**src/rtl/phase_gen.sv**
```systemverilog
// Phase strobe sequencer: replays SEQ one slot per go edge; strb is registered, so slot 0 appears one edge after start.
// No downstream backpressure; stall freezes the slot pointer and blanks strb, and step is ignored while busy.
module phase_gen #(
    parameter int                          NUM_PH  = 3,
    parameter int                          SEQ_LEN = 4,
    parameter logic [SEQ_LEN*NUM_PH-1:0]   SEQ     = 12'b001_010_100_010,
    parameter int                          CNT_W   = 32,
    localparam int                         PW      = (SEQ_LEN > 1) ? $clog2(SEQ_LEN) : 1
) (
    input  logic              clk,
    input  logic              rst_n,
    input  logic              run,
    input  logic              step,
    input  logic              stall,
    output logic [NUM_PH-1:0] strb,
    output logic [PW-1:0]     slot,
    output logic              last,
    output logic              busy,
    output logic [CNT_W-1:0]  insn_cnt
);

    typedef enum logic [1:0] {
        IDLE = 2'd0,
        RUN  = 2'd1,
        STEP = 2'd2
    } state_t;

    localparam logic [PW-1:0] LAST_PTR = PW'(SEQ_LEN - 1);

    state_t        state;
    logic [PW-1:0] ptr;
    logic          go;
    logic          wrap;

    assign go   = !stall && (state != IDLE || run || step);
    assign wrap = (ptr == LAST_PTR);
    assign busy = (state != IDLE);

    always_ff @(posedge clk or negedge rst_n) begin
        if (!rst_n) begin
            state    <= IDLE;
            ptr      <= '0;
            strb     <= '0;
            slot     <= '0;
            last     <= 1'b0;
            insn_cnt <= '0;
        end else if (go) begin
            strb <= SEQ[int'(ptr)*NUM_PH +: NUM_PH];
            slot <= ptr;
            last <= wrap;
            if (wrap) begin
                // A single step always ends here; a run sequence restarts only if run is still high.
                ptr      <= '0;
                insn_cnt <= insn_cnt + CNT_W'(1);
                if (state == STEP)
                    state <= IDLE;
                else
                    state <= run ? RUN : IDLE;
            end else begin
                ptr <= ptr + PW'(1);
                if (state == IDLE)
                    state <= run ? RUN : STEP;
            end
        end else begin
            strb <= '0;
            last <= 1'b0;
        end
    end

endmodule

```
**config.mk**
```make
export PLATFORM = sky130hd
export DESIGN_NAME = phase_gen
export DESIGN_NICKNAME = d
export VERILOG_FILES = /design/src/rtl/phase_gen.sv
export SDC_FILE = /design/constraint.sdc
export NUM_CORES = 1
export LEC_CHECK = 0
export CAP_MARGIN = 30
export CELL_PAD_IN_SITES_DETAIL_PLACEMENT = 1
export CELL_PAD_IN_SITES_GLOBAL_PLACEMENT = 1
export CORE_MARGIN = 5
export CORE_UTILIZATION = 45
export CTS_BUF_LIST = sky130_fd_sc_hd__clkbuf_8
export CTS_CLUSTER_DIAMETER = 40
export DETAILED_ROUTE_END_ITERATION = 16
export DONT_BUFFER_PORTS = 1
export GPL_TIMING_DRIVEN = 0
export PLACE_DENSITY = 0.84
export SYNTH_ARGS = -nofsm -noshare
export SYNTH_HDL_FRONTEND = slang
export SYNTH_SLANG_ARGS = --single-unit
```
**constraint.sdc**
```tcl
create_clock -name clk -period 2.2 [get_ports clk]
set_input_delay 0.44 -clock clk [delete_from_list [all_inputs] [get_ports clk]]
set_output_delay 0.44 -clock clk [all_outputs]
set_load 0.1 [all_outputs]
```
==> results of run 1 <==
registers in the layout, summed over array words and instances, names as in the netlist:
name and count:
state 2, slot 2, insn_cnt 32, strb 3
ptr 2
worst min-delay path by stage:
stage                   endpoint  slack (ps)  cells past startpoint  start
global placement    insn_cnt[20]         150                      0  rst_n
floorplan            insn_cnt[0]         140                      0  rst_n
finish                  state[0]         300                      2    run
CTS                     state[0]         290                      2    run
detailed placement  insn_cnt[22]         150                      0  rst_n
global route            state[0]         320                      2    run
power groups by stage:
stage	sequential (mW)	clock, mW	combinational (mW)
2_1_floorplan	1.45	0	0.238
3_3_place_gp	1.48	0	0.259
3_5_place_dp	1.49	0	0.282
4_1_cts	1.49	0.544	0.305
5_1_grt	1.51	0.595	0.348
6_report	1.49	0.529	0.308
layer usage:
layer	vias to the layer above	global-route usage	part of all wire
li1	566	-	-
met1	629	0.181	0.37
met2	43	0.292	0.52
met3	6	0.0649	0.092
met4	0	0.0514	0.013
met5	-	0	0
worst max-delay path, cell delays in order (launching register included):
cell,delay (ps)
dfrtp_1,970
and4_1,370
and3_1,220
nand4_1,110
nor2_1,170
xor2_1,170
per-stage QoR:
| step | hold WS, ps | total power, mW | cells | setup TNS (ps) | cell area [µm²] |
|---|---|---|---|---|---|
| after floorplan | 144 | 1.69 | 160 | 0 | 1870 |
| after global placement | 146 | 1.74 | 210 | -1480 | 1930 |
| after detailed placement | 145 | 1.77 | 212 | -1950 | 1970 |
| after CTS | 290 | 2.34 | 222 | 0 | 2140 |
| after global routing | 319 | 2.46 | 222 | -4.62 | 2170 |
| final | 301 | 2.33 | 222 | 0 | 2170 |
layout make-up:
type	count	area share
Timing Repair Buffer	4	0.0317
Clock inverter	1	0.00230
Sequential cell	41	0.504
Tap cell	50	0.0288
Buffer	1	0.00346
Inverter	2	0.00346
Multi-Input combinational cell	116	0.382
Clock buffer	7	0.0444
cell usage in the layout, fill, tap and decap left out, drive strengths merged, types with 4 or more instances in the layout:
cell / instances
nand2: 16
nand3: 7
dfrtp: 41
and3: 9
buf: 4
nor4: 4
nor2: 14
xor2: 12
ha: 5
clkbuf: 7
xnor2: 19
nand4: 11
cells by family after synthesis:
family	share of synthesized area
AO/OA/AOI/OAI	0.0148
flip-flops	0.552
XOR/XNOR	0.146
buffers and inverters	0.00808
AND/OR/NAND/NOR	0.227
adder cells (fa/ha/maj)	0.0337
multiplexers	0.0182
timing repair:
item / CTS / global route
hold endpoints to repair: 41 / 0
endpoints found under the setup margin: 16 / 9
gates resized for setup: 22 / 13
hold buffers: 2 / 0
==> metrics, run 1 <==
Layout Nets=181; DR vias=1,244; final hold violation count=0; dpl hpwl=3.08 mm; post-synthesis cell area=1860 µm²; final WL=4.05 mm; Post-synth EDFFs=0; critical path class=register to register; CP required=about 2400 ps; clock slew at reported path FFs=approximately 80 ps; clock latency on the worst-skew pair=290 ps; Least-Margin Pin Slew=997 ps; top achievable clock speed=0.476 GHz; worst min-delay path category=input pin to register; Reg2Reg Launch Point=insn_cnt[26]; top cell type's share of synthesized area=0.552; most frequent cell after synthesis=dfrtp_1; fin. max-slew vios=0; Tmin final=roughly 2100 ps; max-cap viol count=0; maximum fanout along the worst path=3; Via density=around 5.6; Seq pwr share=0.640; share of layout cells above drive strength 1=0.273; Switching Power=1.06 mW; Area Overhead vs Synth=16.9%; DRT iter0 DRCs=16; Power Density=1070 nW/µm²; synth warn=0; die area=5510 µm²; worst r2r dst=insn_cnt[31]; Worst Reg-to-Reg Cells=5; Final ANT Viol Nets=0; fin worst setup slack=around 97 ps; CP Capture Point=insn_cnt[31]; clk_skew=approximately 7.8 ps; Placer Congestion=0.749; DRC viols=0; ANT cells=0; slew margin rel.=0.335; flop2flop setup slack=between 90 and 100 ps; Max IR drop VDD=0.959 mV; # rows=23; chip height=74.3 µm; CP Launch Type=register; largest net degree at the start of global routing=42; Syn Inst Count=between 150 and 200; gr usage total=0.165; CTS tree=built; Reg area=1090 µm²; top cells by count, synth=41 x dfrtp_1, 19 x xnor2_1, 16 x nand2_1; clk sink count=41; clk root buf=clkbuf_8; Crit. End Element=register; status=complete, no violations; core box area=around 4000 µm²; drt first pass iters=4; Arr. time, crit path=2310 ps; Die X=74.3 µm; wire per inst=18.3 µm; Worst Setup SP=insn_cnt[26]; crit share post-route=0.956; FF+latch count, synth=41; vias in the first global route=1,404; Synth area leaders=dfrtp_1 55%, xnor2_1 9.0%, xor2_1 5.7%; top_reg_cell synth=dfrtp_1; combinational group share of total power=0.132; Synth area leader=dfrtp_1; # H-tree levels=2; Synth async-reset ratio=1.00; grt total ovfl=0; initial antenna violation count=0; io pins=44; P_int=1.27 mW; Bufs on Longest Clock Path=2; LEAKAGE=about 0.94 nW; sw frac=0.454; first-pass GRT wire length=about 7.0 mm; setup slack after placement=-349 ps; syn avg cell area=11.6 µm²; post-synthesis sequential area ratio=0.552; synth unique cells=26; area of the multi-input gates=830 µm²; FILL cells=412; Initial Utilization=0.464; setup bufs post-CTS=0; Final Util=0.543; part of the power in the clock network=0.227; cts bufs inserted=5; port bufs=0; syn nets=170; final number of setup-violating endpoints=0
Power figures use the tool's default switching activity.
==> inputs of run 2 (changes only) <==
Settings changed: CTS_BUF_LIST sky130_fd_sc_hd__clkbuf_8 to sky130_fd_sc_hd__clkbuf_2.
==> run 2 against run 1 <==
Against the previous run:
- fmax is 6.7% higher
- sequential cell count stayed put
- sequential share of layout area is 1.4 points higher
- total power is 9.6% lower
- wire length is 0.77% higher
- final cell count stayed put
- non-clock buffer count stayed put
- largest cell class unchanged
- die area stayed put
- hold slack worse by 120 ps
- register-to-register slack better by 130 ps
==> metrics, run 2 (synthesized netlist as in run 1, its figures left out) <==
Non-Filler Instances=approximately 220; Placed Instance Area=approximately 2000 µm²; biggest regs=insn_cnt: 32 flops, strb: 3 flops; first-pass GRT wire length=approximately 7.0 mm; setup slack after placement=-349 ps; Area Overhead vs Synth=13.9%; RSZ-0062 raised after global routing=no; port bufs=0; ANT cells=0; top achievable clock speed=~0.51 GHz; worst r2r dst=insn_cnt[28]; fin worst setup slack=228 ps; setup bufs post-CTS=0; share of layout cells above drive strength 1=0.279; slew margin rel.=0.334; CP Launch Type=register; worst min-delay path category=input pin to register; CTS tree=built; power consumption=between 2 and 2.5 mW; Bufs on Longest Clock Path=2; clock slew at reported path FFs=210 ps; clk sink count=41; die area=5510 µm²; Max IR drop VDD=1.02 mV; hold path depth=2; fin. max-slew vios=0; Initial Utilization=0.464; cts bufs inserted=5; CP required=2480 ps; Layout Nets=~180; Final Util=0.529; DR vias=1,238; Arr. time, crit path=about 2300 ps; drt first pass iters=4; worst hold start=run; Worst Reg-to-Reg Cells=5; Final ANT Viol Nets=0; initial antenna violation count=0; flop2flop setup slack=230 ps; gr usage total=0.167; clk root buf=clkbuf_2; design area=2120 µm²; vias in the first global route=roughly 1,400; max FFs per register=32; largest net degree at the start of global routing=between 40 and 50; Die X=74.3 µm; grt total ovfl=0; Power Density=just under 1000 nW/µm²; clock latency on the worst-skew pair=400 ps; dpl hpwl=3.08 mm; final WL=about 4 mm; Reg with most FFs=insn_cnt; LEAKAGE=0.913 nW; DRC viols=0; final number of setup-violating endpoints=0; status=complete, no violations; Crit. End Element=register; clk_skew=28.4 ps; end of the worst hold path=state[0]; placed insts=212; Via density=5.58; io pins=44; final hold slack=185 ps; chip height=74.3 µm; Least-Margin Pin Slew=between 900 and 1000 ps; Reg2Reg Launch Point=insn_cnt[1]; wire per inst=between 15 and 20 µm; DRT iter0 DRCs=40; critical path class=register to register; total negative slack=0 ps; # H-tree levels=2; # rows=23; final hold violation count=0; maximum fanout along the worst path=6; crit share post-route=0.896; highest-count cells in the layout ignoring fill and taps=19 x xnor2_1, 16 x nand2_1, 15 x dfrtp_4; Tmin final=between 1500 and 2000 ps; core box area=~4000 µm²; max-cap viol count=0; most common cell after layout, fill and taps aside=xnor2_1; Placer Congestion=between 0.7 and 0.8
## run 2: cell type report
| type | count | area [µm²] |
|---|---|---|
| fillers | 420 | 1880 |
| flip-flops and latches | 41 | 1100 |
| multi-input cells | 116 | 836 |
| repair buffers | 4 | 68.8 |
| well taps | 50 | 62.6 |
| clock buffers | 5 | 25.0 |
| clock inverters | 3 | 12.5 |
| plain buffers | 1 | 7.51 |
| inverters | 2 | 7.51 |
## run 2: worst max-delay path by stage
stage	startpoint	end	cells past startpoint
2_1_floorplan	insn_cnt[8]	insn_cnt[30]	5
3_3_place_gp	insn_cnt[11]	insn_cnt[22]	5
3_5_place_dp	insn_cnt[11]	insn_cnt[22]	5
4_1_cts	insn_cnt[11]	insn_cnt[30]	5
5_1_grt	insn_cnt[8]	insn_cnt[30]	5
6_report	insn_cnt[1]	insn_cnt[28]	5
## run 2: layer usage
metal	vias up	routed length (µm)	GRT usage
li1	566	-	-
met1	628	1530	0.185
met2	38	2160	0.291
met3	6	351	0.0689
met4	0	44	0.0514
met5	-	0	0
## run 2: power by group
| part | switching (mW) | total, mW | internal, mW |
|---|---|---|---|
| Clock | 0.235 | 0.305 | 0.0696 |
| Sequential | 0.623 | 1.49 | 0.868 |
| Combinational | 0.189 | 0.308 | 0.120 |
| Total | 1.05 | 2.10 | 1.06 |
## run 2: timing repair
action / 4_1_cts / 5_1_grt
cloned: 0 / 0
gates resized for setup: 25 / 13
endpoints found under the hold margin: 41 / 0
setup endpoints to repair: 17 / 8
hold buffers: 2 / 0
## run 2: critical path, cell delays in order (launching register included)
cell and delay [ps]:
dfrtp_4 660, ha_1 240, nor3b_4 330, and4_1 310, nand4_1 130, xnor2_1 200
==> inputs of run 3 (changes only) <==
Settings changed: ABC_CLOCK_PERIOD_IN_PS set to 2200.
==> results of run 3 <==
Same layout as run 2: the final DEF is identical, and so are final timing and power.
